==> src/rtl/fetch_arb_pkg.sv <==
// rtl/fetch_arb_pkg.sv - shared sizes and FSM state type for the wavepool fetch arbiter
package fetch_arb_pkg;
   localparam int NUM_WF = 40;
   localparam int WFID_W = 6;

   typedef enum logic {
      IDLE = 1'b0,
      REQ  = 1'b1
   } fetch_state_e;
endpackage

==> src/rtl/rr_picker_40.sv <==
// rtl/rr_picker_40.sv - rotating priority encoder: first set bit at or above i_start, wrapping 39 to 0
module rr_picker_40
   import fetch_arb_pkg::*;
(
   input  logic [NUM_WF-1:0] i_vec,
   input  logic [WFID_W-1:0] i_start,
   output logic              o_found,
   output logic [WFID_W-1:0] o_idx
);

   logic [WFID_W:0] w_base;
   logic [WFID_W:0] w_pos;

   // Walk offsets from the far end down so the nearest set bit is the last one written.
   always_comb begin
      o_found = 1'b0;
      o_idx   = '0;
      w_base  = (i_start >= WFID_W'(NUM_WF)) ? '0 : {1'b0, i_start};
      w_pos   = '0;
      for (int k = NUM_WF - 1; k >= 0; k--) begin
         w_pos = w_base + (WFID_W + 1)'(k);
         if (w_pos >= (WFID_W + 1)'(NUM_WF)) begin
            w_pos = w_pos - (WFID_W + 1)'(NUM_WF);
         end
         if (i_vec[w_pos[WFID_W-1:0]]) begin
            o_found = 1'b1;
            o_idx   = w_pos[WFID_W-1:0];
         end
      end
   end

endmodule

==> src/rtl/fetch_rr_arbiter.sv <==
// rtl/fetch_rr_arbiter.sv - round-robin fetch arbiter with pending/stale tracking
// Optional perf counters: FETCH_ARB_PERF_CNT_EN
module fetch_rr_arbiter
   import fetch_arb_pkg::*;
(
   input  logic              i_clk,
   input  logic              i_rst,
   input  logic [NUM_WF-1:0] i_valid_wf,
   input  logic [NUM_WF-1:0] i_q_vacant,
   input  logic [NUM_WF-1:0] i_q_reset,
   output logic              o_fetch_req,
   output logic [WFID_W-1:0] o_fetch_wfid,
   input  logic              i_fetch_ack,
   input  logic              i_ret_valid,
   input  logic [WFID_W-1:0] i_ret_wfid,
   output logic              o_ret_drop,
   output logic [31:0]       o_perf_grant_cnt,
   output logic [31:0]       o_perf_stall_cnt
);

   localparam logic [0:0] ST_IDLE = 1'b0;
   localparam logic [0:0] ST_REQ  = 1'b1;

   logic [0:0]        r_state;
   logic              r_fetch_req;
   logic [WFID_W-1:0] r_fetch_wfid;
   logic [WFID_W-1:0] r_rr_ptr;
   logic [NUM_WF-1:0] r_pending;
   logic [NUM_WF-1:0] r_stale;
   logic              r_qrst_seen;

   logic [NUM_WF-1:0] w_eligible;
   logic [NUM_WF-1:0] w_pend_nxt;
   logic [NUM_WF-1:0] w_stale_nxt;
   logic              w_found;
   logic [WFID_W-1:0] w_pick;
   logic [WFID_W-1:0] w_ptr_nxt;
   logic              w_ret_hit;
   logic              w_ack_req;
   logic              w_qrst_req;

   assign w_eligible = i_valid_wf & i_q_vacant & ~r_pending & ~i_q_reset;

   rr_picker_40 u_picker (
      .i_vec   (w_eligible),
      .i_start (r_rr_ptr),
      .o_found (w_found),
      .o_idx   (w_pick)
   );

   assign w_ptr_nxt  = (w_pick == WFID_W'(NUM_WF - 1)) ? '0 : w_pick + 1'b1;
   assign w_ack_req  = (r_state == ST_REQ) && i_fetch_ack;
   assign w_qrst_req = i_q_reset[r_fetch_wfid];
   // A return for a non-pending slot is a protocol error and must not touch tracking state.
   assign w_ret_hit  = i_ret_valid && (i_ret_wfid < WFID_W'(NUM_WF)) && r_pending[i_ret_wfid];
   assign o_ret_drop = w_ret_hit && (r_stale[i_ret_wfid] || i_q_reset[i_ret_wfid]);

   assign o_fetch_req  = r_fetch_req;
   assign o_fetch_wfid = r_fetch_wfid;

   always_comb begin
      w_pend_nxt  = r_pending;
      w_stale_nxt = r_stale | (i_q_reset & r_pending);
      if (w_ret_hit) begin
         w_pend_nxt[i_ret_wfid]  = 1'b0;
         w_stale_nxt[i_ret_wfid] = 1'b0;
      end
      if (w_ack_req) begin
         w_pend_nxt[r_fetch_wfid] = 1'b1;
         if (r_qrst_seen || w_qrst_req) begin
            w_stale_nxt[r_fetch_wfid] = 1'b1;
         end
      end
   end

   always_ff @(posedge i_clk or posedge i_rst) begin
      if (i_rst) begin
         r_state      <= ST_IDLE;
         r_fetch_req  <= 1'b0;
         r_fetch_wfid <= '0;
         r_rr_ptr     <= '0;
         r_pending    <= '0;
         r_stale      <= '0;
         r_qrst_seen  <= 1'b0;
      end else begin
         r_pending <= w_pend_nxt;
         r_stale   <= w_stale_nxt;
         case (r_state)
            ST_IDLE: begin
               if (w_found) begin
                  r_fetch_req  <= 1'b1;
                  r_fetch_wfid <= w_pick;
                  r_rr_ptr     <= w_ptr_nxt;
                  r_qrst_seen  <= 1'b0;
                  r_state      <= ST_REQ;
               end
            end
            ST_REQ: begin
               if (i_fetch_ack) begin
                  r_fetch_req <= 1'b0;
                  r_qrst_seen <= 1'b0;
                  r_state     <= ST_IDLE;
               end else begin
                  r_qrst_seen <= r_qrst_seen | w_qrst_req;
               end
            end
            default: r_state <= ST_IDLE;
         endcase
      end
   end

   always @(posedge i_clk) begin
      if (!i_rst && i_ret_valid) begin
         a_ret_pending: assert (w_ret_hit);
      end
   end

`ifdef FETCH_ARB_PERF_CNT_EN
   logic [31:0] r_grant_cnt;
   logic [31:0] r_stall_cnt;

   always_ff @(posedge i_clk or posedge i_rst) begin
      if (i_rst) begin
         r_grant_cnt <= '0;
         r_stall_cnt <= '0;
      end else begin
         if (w_ack_req) begin
            r_grant_cnt <= r_grant_cnt + 32'd1;
         end
         if (r_fetch_req && !i_fetch_ack) begin
            r_stall_cnt <= r_stall_cnt + 32'd1;
         end
      end
   end

   assign o_perf_grant_cnt = r_grant_cnt;
   assign o_perf_stall_cnt = r_stall_cnt;
`else
   assign o_perf_grant_cnt = 32'd0;
   assign o_perf_stall_cnt = 32'd0;
`endif

endmodule

==> config.mk <==
export PLATFORM = sky130hd
export DESIGN_NAME = fetch_rr_arbiter
export DESIGN_NICKNAME = d
export VERILOG_FILES = /design/src/rtl/fetch_arb_pkg.sv /design/src/rtl/rr_picker_40.sv /design/src/rtl/fetch_rr_arbiter.sv
export SDC_FILE = /design/constraint.sdc
export NUM_CORES = 1
export LEC_CHECK = 0
export ABC_AREA = 1
export BUFFER_PORTS_ARGS = -buffer_cell sky130_fd_sc_hd__buf_2
export CAP_MARGIN = 20
export CELL_PAD_IN_SITES_DETAIL_PLACEMENT = 1
export CELL_PAD_IN_SITES_GLOBAL_PLACEMENT = 2
export CORE_MARGIN = 2
export CORE_UTILIZATION = 34
export CTS_CLUSTER_DIAMETER = 40
export DETAILED_ROUTE_END_ITERATION = 10
export PLACE_DENSITY_LB_ADDON = 0.1
export SLEW_MARGIN = 40
export SYNTH_ARGS = -nofsm -noshare
export SYNTH_HDL_FRONTEND = slang
export SYNTH_SLANG_ARGS = --single-unit
==> constraint.sdc <==
create_clock -name i_clk -period 12.8 [get_ports i_clk]
set_input_delay 1.28 -clock i_clk [delete_from_list [all_inputs] [get_ports i_clk]]
set_output_delay 1.28 -clock i_clk [all_outputs]
set_load 0.005 [all_outputs]
==> results.txt <==
For the final routed database, the setup TNS stands at 0 ns. The clock slew seen by the registers of the worst setup and hold paths is 0.08 ns. The highest metal layer carrying signal wires in the routed design is met4. The xor-xnor portion of the synthesized cell area is 5.07%. The cell that appears most often on the critical path is sky130_fd_sc_hd__nand2_1. The worst pin sits at a relative slew slack of 36.7%. The routed layout has 21.3k vias. The total wirelength of the detailed-routed design came out at 100 mm. The clock net sink count came out at 95. Among all stages on the critical path, the largest delay is contributed by sky130_fd_sc_hd__clkinv_1. At the placement stage, the worst setup path has a slack of 2.96 ns. Buffers inserted to repair hold after CTS numbered 0. The cell family contributing the most delay on the critical path is simple AND/OR/NAND/NOR gates. The share of cells above drive strength 1 came out at 10.9%. For this run, the top clock speed supported by timing is 97.4 MHz. In this run the worst setup path begins at r_rr_ptr[4]$_DFFE_PP0P_. The biggest fanout along the worst timing path came out at 21.

Entering global routing, the biggest net connects 43 pins. The later-pin clock latency in the skew report came out at 0.38 ns. The max-slew violation count came out at 0.

The number of synthesized flops with an enable pin came out at 0. The tightest hold path in the finished design has a slack of 0.508 ns. The most common cell after layout, fill and taps aside is sky130_fd_sc_hd__nand2_1. From bottom edge to top edge, the die measures 223 um. In the synthesized netlist, the number of instances is 2,846. The area added between synthesis and finish came out at 10.2%.

The share of the cycle needed by the critical path after routing came out at 80.2%. The number of antenna violations at the first check in global routing came to 0. After clock tree synthesis, the repair step resized 0 gates. The clock skew came out at 0.0121 ns. The area fraction in and, or, nand and nor cells after synthesis is 32.2%. Counting flops and latches in the post-synthesis netlist gives 95. The post-synthesis instance area is 16,300 um^2. The estimated wirelength of the detail-placed design came out at 81.9 mm. TritonCTS built the clock tree. The worst setup path is launched from a flop. In this run the clock root is driven by a sky130_fd_sc_hd__clkbuf_16. For this run, the leading register cell type out of synthesis is sky130_fd_sc_hd__dfrtp_1. During I/O placement, the number of pins put on the boundary was 202.

The number of nets in the layout came out at 3,170. The overall die area came out at 49,700 um^2. The worst setup path is captured at a flop. The buffering stage count on the worst path with inverters included came out at 6. The startpoint of the worst hold path is r_stale[18]$_DFF_PP0_.

Each instance of the synthesized netlist takes up on average 5.73 um^2. The total count of hold-check failures in the final report is 0. The first global-routing pass estimated 144 mm of wire. In this design, the stage delay of the slowest critical-path cell is 0.66 ns.

The routed length on met2 is 46.2 mm. The remaining antenna violation count after routing came out at 0. Sorting the synthesized cells by area gives the leading types as sky130_fd_sc_hd__nand2_1 19%, sky130_fd_sc_hd__dfrtp_1 15%, sky130_fd_sc_hd__inv_1 9.6%, sky130_fd_sc_hd__o21ai_0 9.6%, sky130_fd_sc_hd__a21oi_1 5.6%. Wire segments on met3 add up to 6.87 mm in the final route.

The violation count after the first detailed-routing iteration came out at 1,969. The number of unique standard cell types used by synthesis is 70. The number of iterations in the first detailed-routing pass is 6. The met1 routed wirelength after detailed routing came out at 38.0 mm.

The average wire length per cell after detail routing came out at 27.9 um. The transition at the pin with the smallest max-transition slack is 0.946 ns. In this run the worst hold path is classified as flop to flop.

The number of global-route vias before repair is 21.1k. The area fraction of the dominant cell type after synthesis came out at 18.9%. The clock buffer count from CTS is 9. The count of max-cap constraint violations came out at 0.

The H-tree was split into 3 levels. After Yosys synthesis, full adders, half adders and majority gates account for 5.11% of the synthesized area. Global routing used 39.5% of the available tracks.

The portion of synthesized area spent on multiplexers is 0.0614%. The sum of overflow across all layers after global routing is 0. Across all setup checks in the final design, the least slack found is 2.54 ns. For this run, the register share of the synthesized area comes to 14.6%.

The data required time of the critical path came out at 13.08 ns. The setup path with the least slack is of type flop to flop. After synthesis, the largest family of logic cells by area is simple AND/OR/NAND/NOR gates. In the layout the commonest cells are 822 x sky130_fd_sc_hd__nand2_1, 415 x sky130_fd_sc_hd__inv_1, 307 x sky130_fd_sc_hd__o21ai_0. The cell row count is 80. Summed over all instances, the cell type with the most area after synthesis is sky130_fd_sc_hd__nand2_1. Dividing the detail-routed via count by the number of cells gives 5.91. The flow ran to the end, and the final reports show no timing, DRC or antenna violations. Setup repair after global routing left no endpoint under its margin.

The total of warnings raised by yosys is 0. Data arrives at the worst endpoint at 10.54 ns. The area of the placeable core came out at 47,500 um^2.

The clock period could shrink to 10.26 ns. Setup violations remaining at the end of the flow were counted as 0. The total of buffers placed on input and output ports is 137.

Counting flops with an async set or reset pin after synthesis yields a share of 100%. The number of buffers inserted by post-CTS setup repair is 0. The initial cell density of the core is 34.3%.

The largest buffer count on any clock path came out at 2. In the routed design, unresolved DRC markers number 0. In this run the horizontal extent of the chip is 223 um. The launch point of the worst reg-to-reg path is r_rr_ptr[4]$_DFFE_PP0P_. The complex-gate fraction of the synthesized area is 27.4%. At the end of routability-driven placement, the weighted congestion stood at 1.10.
## logic make-up (layout without fill, tap and decap cells)
family                     after synthesis  in the layout
buffers and inverters                  588            658
DFF                                     95             95
muxes                                    1              1
other                                    1             65
and+or+nand+nor                       1244           1244
AOI/OAI and AO/OA                      770            770
adders and majority gates               66             66
xor gates and xnor gates                81             81
## registers in the layout, summed over array words and instances, names as in the netlist
signal,flops
r_rr_ptr,6
o_fetch_req,1
r_state,1
r_qrst_seen,1
r_stale,40
r_pending,40
o_fetch_wfid,6
## per-stage QoR
step	cells	utilization [%]	instance area, um^2
3_5_place_dp	3578	37.1	17600
3_3_place_gp	3577	37.0	17600
6_report	3595	37.8	18000
5_1_grt	3594	37.8	18000
4_1_cts	3594	37.7	17900
2_1_floorplan	2909	-	16500
## routing by layer
| layer | up-vias | track usage (%) |
|---|---|---|
| met3 | 347 | 4.93 |
| met2 | 1047 | 65.5 |
| met5 | - | 0 |
| met4 | 0 | 32.5 |
| li1 | 9553 | - |
| met1 | 10300 | 45.9 |
## worst paths after layout
check                      slack, ns                       to  cells past startpoint
max                             2.54  r_rr_ptr[5]$_DFFE_PP0P_                     80
min                             0.51    r_stale[18]$_DFF_PP0_                      2
max reg2reg                     2.54  r_rr_ptr[5]$_DFFE_PP0P_                     80
min reg2reg                     0.51    r_stale[18]$_DFF_PP0_                      2
max in group asynchronous      10.82     r_stale[4]$_DFF_PP0_                      4
min in group asynchronous       0.93  r_pending[16]$_DFF_PP0_                      2
## Yosys cell counts, types with 3 or more instances
master and count:
sky130_fd_sc_hd__nand2_1 822, sky130_fd_sc_hd__inv_1 416, sky130_fd_sc_hd__o21ai_0 311, sky130_fd_sc_hd__a21oi_1 182, sky130_fd_sc_hd__nor2_1 142, sky130_fd_sc_hd__nand3_1 121
sky130_fd_sc_hd__dfrtp_1 95, sky130_fd_sc_hd__buf_4 70, sky130_fd_sc_hd__ha_1 65, sky130_fd_sc_hd__xor2_1 63, sky130_fd_sc_hd__o21ai_1 57, sky130_fd_sc_hd__nand4_1 52
sky130_fd_sc_hd__o22ai_1 47, sky130_fd_sc_hd__clkbuf_1 40, sky130_fd_sc_hd__o211ai_1 40, sky130_fd_sc_hd__nor3_1 31, sky130_fd_sc_hd__inv_2 26, sky130_fd_sc_hd__a32oi_1 25
sky130_fd_sc_hd__nor4_1 24, sky130_fd_sc_hd__buf_2 15, sky130_fd_sc_hd__nand2_2 15, sky130_fd_sc_hd__o21a_1 14, sky130_fd_sc_hd__or2_2 14, sky130_fd_sc_hd__o41ai_1 11
sky130_fd_sc_hd__a31oi_1 10, sky130_fd_sc_hd__o21ai_2 10, sky130_fd_sc_hd__clkinv_1 9, sky130_fd_sc_hd__o221ai_1 9, sky130_fd_sc_hd__xor2_2 8, sky130_fd_sc_hd__o31ai_1 7
sky130_fd_sc_hd__xnor2_1 7, sky130_fd_sc_hd__a221oi_1 6, sky130_fd_sc_hd__buf_1 6, sky130_fd_sc_hd__buf_6 5, sky130_fd_sc_hd__nor2_4 5, sky130_fd_sc_hd__or2_1 5
sky130_fd_sc_hd__a211oi_1 4, sky130_fd_sc_hd__a21o_1 4, sky130_fd_sc_hd__a21oi_2 4, sky130_fd_sc_hd__a21boi_0 3, sky130_fd_sc_hd__nor2_2 3, sky130_fd_sc_hd__o2111ai_1 3
sky130_fd_sc_hd__o21bai_1 3, sky130_fd_sc_hd__xor2_4 3
## cell type report
class                   count  area (um^2)
inverters                 452         1700
clock buffers              10          229
well taps                 615          769
flip-flops and latches     95         2380
repair buffers            190         1100
multi-input cells        2226        11700
diodes                      1         2.50
fillers                  6632        29600
clock inverters             6         68.8
## worst min-delay path, delay by kind of cell (launching register included)
kind,cells,cell delay (ns)
DFF,1,0.35
AOI/OAI and AO/OA,2,0.12
Power is not shown: default switching activity piles up to over one toggle a cycle in this logic, so the estimate is an artifact.
